==> config.mk <==
export PLATFORM = sky130hd
export DESIGN_NAME = pipe_stall_ctrl
export DESIGN_NICKNAME = d
export VERILOG_FILES = /design/src/rtl/pipe_stall_ctrl_pkg.sv /design/src/rtl/sat_counter.sv /design/src/rtl/pipe_stall_ctrl.sv
export SDC_FILE = /design/constraint.sdc
export NUM_CORES = 1
export LEC_CHECK = 0
export CAP_MARGIN = 20
export CORE_ASPECT_RATIO = 1.1
export CORE_MARGIN = 5
export CORE_UTILIZATION = 40
export DETAILED_ROUTE_END_ITERATION = 8
export PLACE_DENSITY = 0.66
export SYNTH_ARGS = -nofsm -noshare
export SYNTH_HDL_FRONTEND = slang
export SYNTH_SLANG_ARGS = --single-unit
==> constraint.sdc <==
create_clock -name Clk -period 2.3 [get_ports Clk]
set_input_delay 0.69 -clock Clk [delete_from_list [all_inputs] [get_ports Clk]]
set_output_delay 0.69 -clock Clk [all_outputs]
set_load 0.05 [all_outputs]
==> src/rtl/pipe_stall_ctrl_pkg.sv <==
// Shared pipeline definitions: register indices, default stall-controller parameters,
// per-cycle action encoding and the parameter legality check.
package pipe_stall_ctrl_pkg;

  localparam int REG_IF_ID = 0;
  localparam int REG_ID_EX = 1;
  localparam int REG_EX_MA = 2;
  localparam int REG_MA_WB = 3;

  localparam int NSTAGES_DEF = 5;
  localparam int MA_REG_DEF  = REG_MA_WB;
  // A redirect squashes every register younger than EX/MA.
  localparam int BR_REG_DEF  = REG_EX_MA;
  localparam int LU_REG_DEF  = REG_ID_EX;
  localparam int CNTW_DEF    = 16;
  localparam int TIMEOUT_DEF = 255;

  typedef enum logic [2:0] {
    ACT_RUN,
    ACT_DMISS,
    ACT_REDIR,
    ACT_LOADUSE,
    ACT_IMISS
  } stall_act_e;

  function automatic bit params_ok(input int nstages, input int ma_reg,
                                   input int br_reg, input int lu_reg);
    return (lu_reg < ma_reg) && (ma_reg < nstages - 1) && (br_reg <= ma_reg);
  endfunction

endpackage

==> src/rtl/sat_counter.sv <==
// Saturating up-counter with synchronous clear (clear beats increment).
// One-cycle update latency; holds at all-ones instead of wrapping.
module sat_counter #(
  parameter int WIDTH = 16
) (
  input  logic             Clk,
  input  logic             Rst,
  input  logic             i_inc,
  input  logic             i_clr,
  output logic [WIDTH-1:0] o_cnt
);

  logic [WIDTH-1:0] r_cnt;

  always_ff @(posedge Clk or negedge Rst) begin
    if (!Rst) begin
      r_cnt <= '0;
    end else if (i_clr) begin
      r_cnt <= '0;
    end else if (i_inc && (r_cnt != '1)) begin
      r_cnt <= r_cnt + 1'b1;
    end
  end

  assign o_cnt = r_cnt;

endmodule

==> src/rtl/pipe_stall_ctrl.sv <==
// Pipeline stall/flush controller: resolves D-miss, redirect, load-use and I-miss per cycle.
// Control outputs are combinational (zero latency); counters and the miss-timeout flag are registered.
module pipe_stall_ctrl
  import pipe_stall_ctrl_pkg::*;
#(
  parameter int NSTAGES = NSTAGES_DEF,
  parameter int MA_REG  = MA_REG_DEF,
  parameter int BR_REG  = BR_REG_DEF,
  parameter int LU_REG  = LU_REG_DEF,
  parameter int CNTW    = CNTW_DEF,
  parameter int TIMEOUT = TIMEOUT_DEF
) (
  input  logic              Clk,
  input  logic              Rst,
  input  logic              i_ICache_Miss,
  input  logic              i_DCache_Miss,
  input  logic              i_LoadUse,
  input  logic              i_Redirect,
  input  logic              i_CntClr,
  output logic              o_PC_Stall,
  output logic [NSTAGES-2:0] o_Stall,
  output logic [NSTAGES-2:0] o_Flush,
  output logic [CNTW-1:0]   o_IStallCnt,
  output logic [CNTW-1:0]   o_DStallCnt,
  output logic              o_MissErr
);

  localparam int NREG = NSTAGES - 1;
  localparam int TOW  = $clog2(TIMEOUT + 1);
  localparam logic [TOW-1:0] TO_MAX = TOW'(TIMEOUT);

  if (!params_ok(NSTAGES, MA_REG, BR_REG, LU_REG) || (TIMEOUT < 1) || (CNTW < 1)) begin : g_param_err
    $error("pipe_stall_ctrl: illegal parameters (need LU_REG<MA_REG<NSTAGES-1, BR_REG<=MA_REG)");
  end

  logic           r_pend_redir;
  logic [TOW-1:0] r_to_cnt;
  logic           r_miss_err;
  stall_act_e     w_act;
  logic           w_imiss_cnt;

  // A redirect seen while the D-miss holds the pipe is parked and replayed once the miss clears.
  always_ff @(posedge Clk or negedge Rst) begin
    if (!Rst) begin
      r_pend_redir <= 1'b0;
      r_to_cnt     <= '0;
      r_miss_err   <= 1'b0;
    end else begin
      r_pend_redir <= i_DCache_Miss & (r_pend_redir | i_Redirect);
      if (!i_DCache_Miss) begin
        r_to_cnt <= '0;
      end else if (r_to_cnt != TO_MAX) begin
        r_to_cnt <= r_to_cnt + 1'b1;
      end
      if (i_DCache_Miss && (r_to_cnt >= TO_MAX - 1'b1)) begin
        r_miss_err <= 1'b1;
      end
    end
  end

  always_comb begin
    w_act = ACT_RUN;
    if (i_DCache_Miss) begin
      w_act = ACT_DMISS;
    end else if (i_Redirect || r_pend_redir) begin
      w_act = ACT_REDIR;
    end else if (i_LoadUse) begin
      w_act = ACT_LOADUSE;
    end else if (i_ICache_Miss) begin
      w_act = ACT_IMISS;
    end
  end

  always_comb begin
    o_PC_Stall = 1'b0;
    o_Stall    = '0;
    o_Flush    = '0;
    for (int k = 0; k < NREG; k++) begin
      case (w_act)
        ACT_DMISS: begin
          o_Stall[k] = (k < MA_REG);
          o_Flush[k] = (k == MA_REG);
        end
        ACT_REDIR: begin
          o_Flush[k] = (k < BR_REG);
        end
        ACT_LOADUSE: begin
          o_Stall[k] = (k < LU_REG);
          o_Flush[k] = (k == LU_REG);
        end
        ACT_IMISS: begin
          o_Flush[k] = (k == REG_IF_ID);
        end
        default: begin
          o_Stall[k] = 1'b0;
          o_Flush[k] = 1'b0;
        end
      endcase
    end
    o_PC_Stall = (w_act == ACT_DMISS) || (w_act == ACT_LOADUSE) || (w_act == ACT_IMISS);
  end

  assign w_imiss_cnt = (w_act == ACT_IMISS);
  assign o_MissErr   = r_miss_err;

  sat_counter #(.WIDTH(CNTW)) u_istall_cnt (
    .Clk   (Clk),
    .Rst   (Rst),
    .i_inc (w_imiss_cnt),
    .i_clr (i_CntClr),
    .o_cnt (o_IStallCnt)
  );

  sat_counter #(.WIDTH(CNTW)) u_dstall_cnt (
    .Clk   (Clk),
    .Rst   (Rst),
    .i_inc (i_DCache_Miss),
    .i_clr (i_CntClr),
    .o_cnt (o_DStallCnt)
  );

endmodule

==> flow_metrics.py <==
metrics = {
    "synth": {
        "netlist_top_cells_area": "dfrtp_1, mux2_2, nor2b_1",
        "synth_area_per_cell_um2": 9.17,
        "yosys_warnings": 0,
        "syn-cell-area_mm2": 0.00247,
        "synth_seq_area_share_pct": 42.6,
        "synthCells": 269,
        "ys_types": 39,
        "synth_top_area_share_pct": 42.6,
        "yosysTopAreaCell": "dfrtp_1",
        "ys_ff_latch": 42,
    },
    "route": {
        "routed_wl_um": 5870,
        "remaining_drc_errors": 0,
        "vias_per_cell": 5.39,
        "wl_per_cell_um": 14.2,
        "first_iter_violations": 121,
        "drt-pass1-iter-count": 4,
        "ant_nets": 0,
        "vias": 2233,
    },
    "global_routing": {
        "grt.overflow.total": 0,
        "grt_max_degree": 43,
        "grt_use_total_pct": 15.5,
        "antenna_found_initial": 0,
        "grt_first_pass_wirelength_um": 9990,
        "grt_pass1_vias": 2126,
    },
    "power_and_ir_drop": {
        "sequentialPowerShare_pct": 53.6,
        "powerDensity_mw_per_mm2": 426,
        "pwr-share-comb_pct": 14.5,
        "clkPwrFrac_pct": 31.9,
        "fin_total_pwr_mw": 1.42,
        "switchingPower_mw": 0.380,
        "p_leak_nw": 1.48,
        "p_sw_share_pct": 26.8,
        "ir_drop_mv": 0.289,
        "internal-power_mw": 1.04,
    },
    "critical_path": {
        "cp_max_fo": 3,
        "required_ns": 1.61,
        "crit_type": "in -> out",
        "crit_path_end_kind": "primary output",
        "start_kind": "primary input",
        "crit_arrival_ns": 1.56,
    },
    "clocking": {
        "clk_root_buffer_cell": "clkbuf_8",
        "htreeDepth": 2,
        "clk_pin_slew_worst_paths_ns": 0.08,
        "clock_latency_ns": 0.29,
        "cts_max_path_buffers": 2,
        "clock_sinks": 42,
        "cts_buffers": 5,
        "cts_hold_buffers": 0,
        "cts_tree": "done",
    },
    "die": {
        "rows": 30,
        "die_height_um": 92.4,
        "start_util_pct": 40.6,
        "die_area_mm2": 0.00784,
        "coreArea_mm2": 0.00608,
        "ios": 49,
        "die_x_um": 84.9,
    },
    "cells_and_area": {
        "syn2layout_area_growth_pct": 35.0,
        "diodes": 0,
        "finalInstanceArea_mm2": 0.00333,
        "drive_above_1_share_pct": 22.5,
        "nNetsFinal": 345,
    },
    "sta": {
        "rsz0062_at_grt": "true",
        "tns_ns": 0,
        "tightest_slew_ns": 0.550,
        "min_period_ns": 2.25,
        "hold_viol": 0,
        "timing.fmax_mhz": 444,
        "clock_skew_ns": 0.00713,
        "maxSlewViolCount": 0,
        "finalCritPeriodShare_pct": 98.0,
        "maxSlewHeadroom_pct": 63.3,
        "finalSetupViolCount": 0,
    },
    "worst_hold_path": {
        "hold_class": "in -> async",
    },
    "place": {
        "port_buffers": 46,
        "dpl-instance-area_mm2": 0.00318,
        "hpwl_um": 4260,
        "gp_congestion": 0.798,
    },
    "flow_run": {
        "cap_violations": 0,
    },
    "run_status": {
        "outcome": "finished clean",
    },
}
## final cells by class
class                      count  area (um2)
fill                         558        2750
clock buffer                   7        76.3
sequential                    42        1050
timing repair buffer          75         737
multi-input combinational    203        1340
tap                           80         100
inverter                       7        26.3
## power by group through the flow
stage | Combinational, mW | Sequential, mW | Clock (mW)
CTS | 0.206 | 0.760 | 0.473
global placement | 0.197 | 0.774 | 0
global route | 0.222 | 0.762 | 0.501
detailed placement | 0.199 | 0.774 | 0
finish | 0.205 | 0.760 | 0.453
floorplan | 0.0920 | 0.785 | 0
## state kept, by name (all words and copies together) (netlist names)
name,count
u_istall_cnt.o_cnt,16
o_MissErr,1
r_pend_redir,1
r_to_cnt,8
u_dstall_cnt.o_cnt,16
## worst paths after layout
path | endpoint | slack, ns | start | cells after the start
max | o_Flush[0] | 0.05 | i_Redirect | 5
min | u_istall_cnt.o_cnt[14] | 0.46 | Rst | 2
max reg2reg | u_istall_cnt.o_cnt[5] | 0.31 | u_istall_cnt.o_cnt[7] | 4
min reg2reg | o_MissErr | 0.51 | o_MissErr | 1
max in group asynchronous | u_dstall_cnt.o_cnt[5] | 1.46 | Rst | 2
min in group Clk | o_MissErr | 0.51 | o_MissErr | 1
## cells in the mapped netlist
cell / count
nand4_1: 11
or3_1: 1
nand3_1: 13
nor2b_1: 22
nand2_1: 13
a31oi_1: 4
o2111a_1: 1
o21ai_0: 9
buf_2: 3
nor4_1: 5
clkbuf_1: 11
inv_1: 6
buf_4: 4
nand3b_1: 1
clkinv_1: 1
a211oi_1: 9
or4_1: 6
nor3b_1: 2
dfrtp_1: 42
mux2_2: 17
and4_1: 5
and3_1: 5
and2_1: 3
nor3_2: 1
a41oi_1: 1
o31ai_1: 5
o21bai_1: 2
mux2_1: 1
nand2b_1: 5
nor3_1: 3
nor2_1: 27
o211a_1: 1
mux2i_1: 2
conb_1: 1
a21oi_1: 17
xnor2_1: 2
a311oi_1: 2
a2111oi_0: 1
ha_1: 4
## cell usage in the layout (no fill, tap or decap), types with 2 or more instances in the layout
| cell | netlist | routed |
|---|---|---|
| o21ai_0 | 9 | 8 |
| nand2_1 | 13 | 12 |
| nand3_1 | 13 | 13 |
| clkdlybuf4s50_1 | 0 | 21 |
| and2_1 | 3 | 3 |
| nor4_1 | 5 | 5 |
| mux2i_1 | 2 | 2 |
| or4_1 | 6 | 6 |
| conb_1 | 1 | 2 |
| xnor2_1 | 2 | 2 |
| dlygate4sd2_1 | 0 | 4 |
| dlymetal6s2s_1 | 0 | 3 |
| clkbuf_1 | 11 | 2 |
| a31oi_1 | 4 | 4 |
| mux2_2 | 17 | 17 |
| o31ai_1 | 5 | 5 |
| and3_1 | 5 | 5 |
| nand4_1 | 11 | 11 |
| o21bai_1 | 2 | 2 |
| a211oi_1 | 9 | 9 |
| inv_1 | 6 | 6 |
| a311oi_1 | 2 | 2 |
| nand2b_1 | 5 | 5 |
| nor2b_1 | 22 | 21 |
| nor3b_1 | 2 | 2 |
| and4_1 | 5 | 5 |
| a21oi_1 | 17 | 17 |
| clkbuf_8 | 0 | 5 |
| nor3_1 | 3 | 3 |
| ha_1 | 4 | 4 |
| dfrtp_1 | 42 | 42 |
| nor2_1 | 27 | 25 |
| buf_12 | 0 | 8 |
| nor2_2 | 0 | 2 |
| buf_4 | 4 | 37 |
## timing repair
| item | in CTS | in global routing |
|---|---|---|
| buffers inserted | 3 | 2 |
| endpoints found under the hold margin | 0 | 0 |
| pin swaps | 1 | 1 |
| gates resized for setup | 11 | 4 |
| endpoints found under the setup margin | 8 | 7 |
## worst max-delay path, stage by stage
cell	delay [ns]
dlygate4sd2_1	0.28
nor3_4	0.24
nand2_2	0.12
o21ai_4	0.09
buf_12	0.15
## logic make-up (layout without fill, tap and decap cells)
logic type | Yosys count | count (layout) | synth area share, %
AO/OA/AOI/OAI | 52 | 52 | 13.4
XOR/XNOR | 2 | 2 | 0.710
adder cells (fa/ha/maj) | 4 | 4 | 2.03
buffers and inverters | 25 | 89 | 4.57
flip-flops | 42 | 42 | 42.6
multiplexers | 20 | 20 | 9.03
other | 1 | 2 | 0.152
AND/OR/NAND/NOR | 123 | 123 | 27.4
## per-layer routing
layer | track usage [%] | share of wire (%) | wire, um | up-vias
met5 | 0 | 0 | 0 | -
met4 | 4.49 | 0.97 | 57 | 0
met3 | 3.47 | 3.8 | 225 | 5
met2 | 27.0 | 50 | 2950 | 37
met1 | 19.2 | 45 | 2640 | 1089
li1 | - | - | - | 1102
## metrics by stage
| step | hold WS [ns] | setup WS (ns) | cells | utilization (%) |
|---|---|---|---|---|
| after detailed placement | 0.495 | -0.338 | 402 | 52.3 |
| final | 0.459 | 0.0471 | 414 | 54.8 |
| after global placement | 0.494 | -0.274 | 402 | 52.3 |
| after CTS | 0.482 | 0.00424 | 412 | 54.3 |
| after floorplan | 0.394 | 0.0163 | 270 | - |
| after global routing | 0.519 | -0.0230 | 414 | 54.8 |
(Power assumes the default switching activity.)
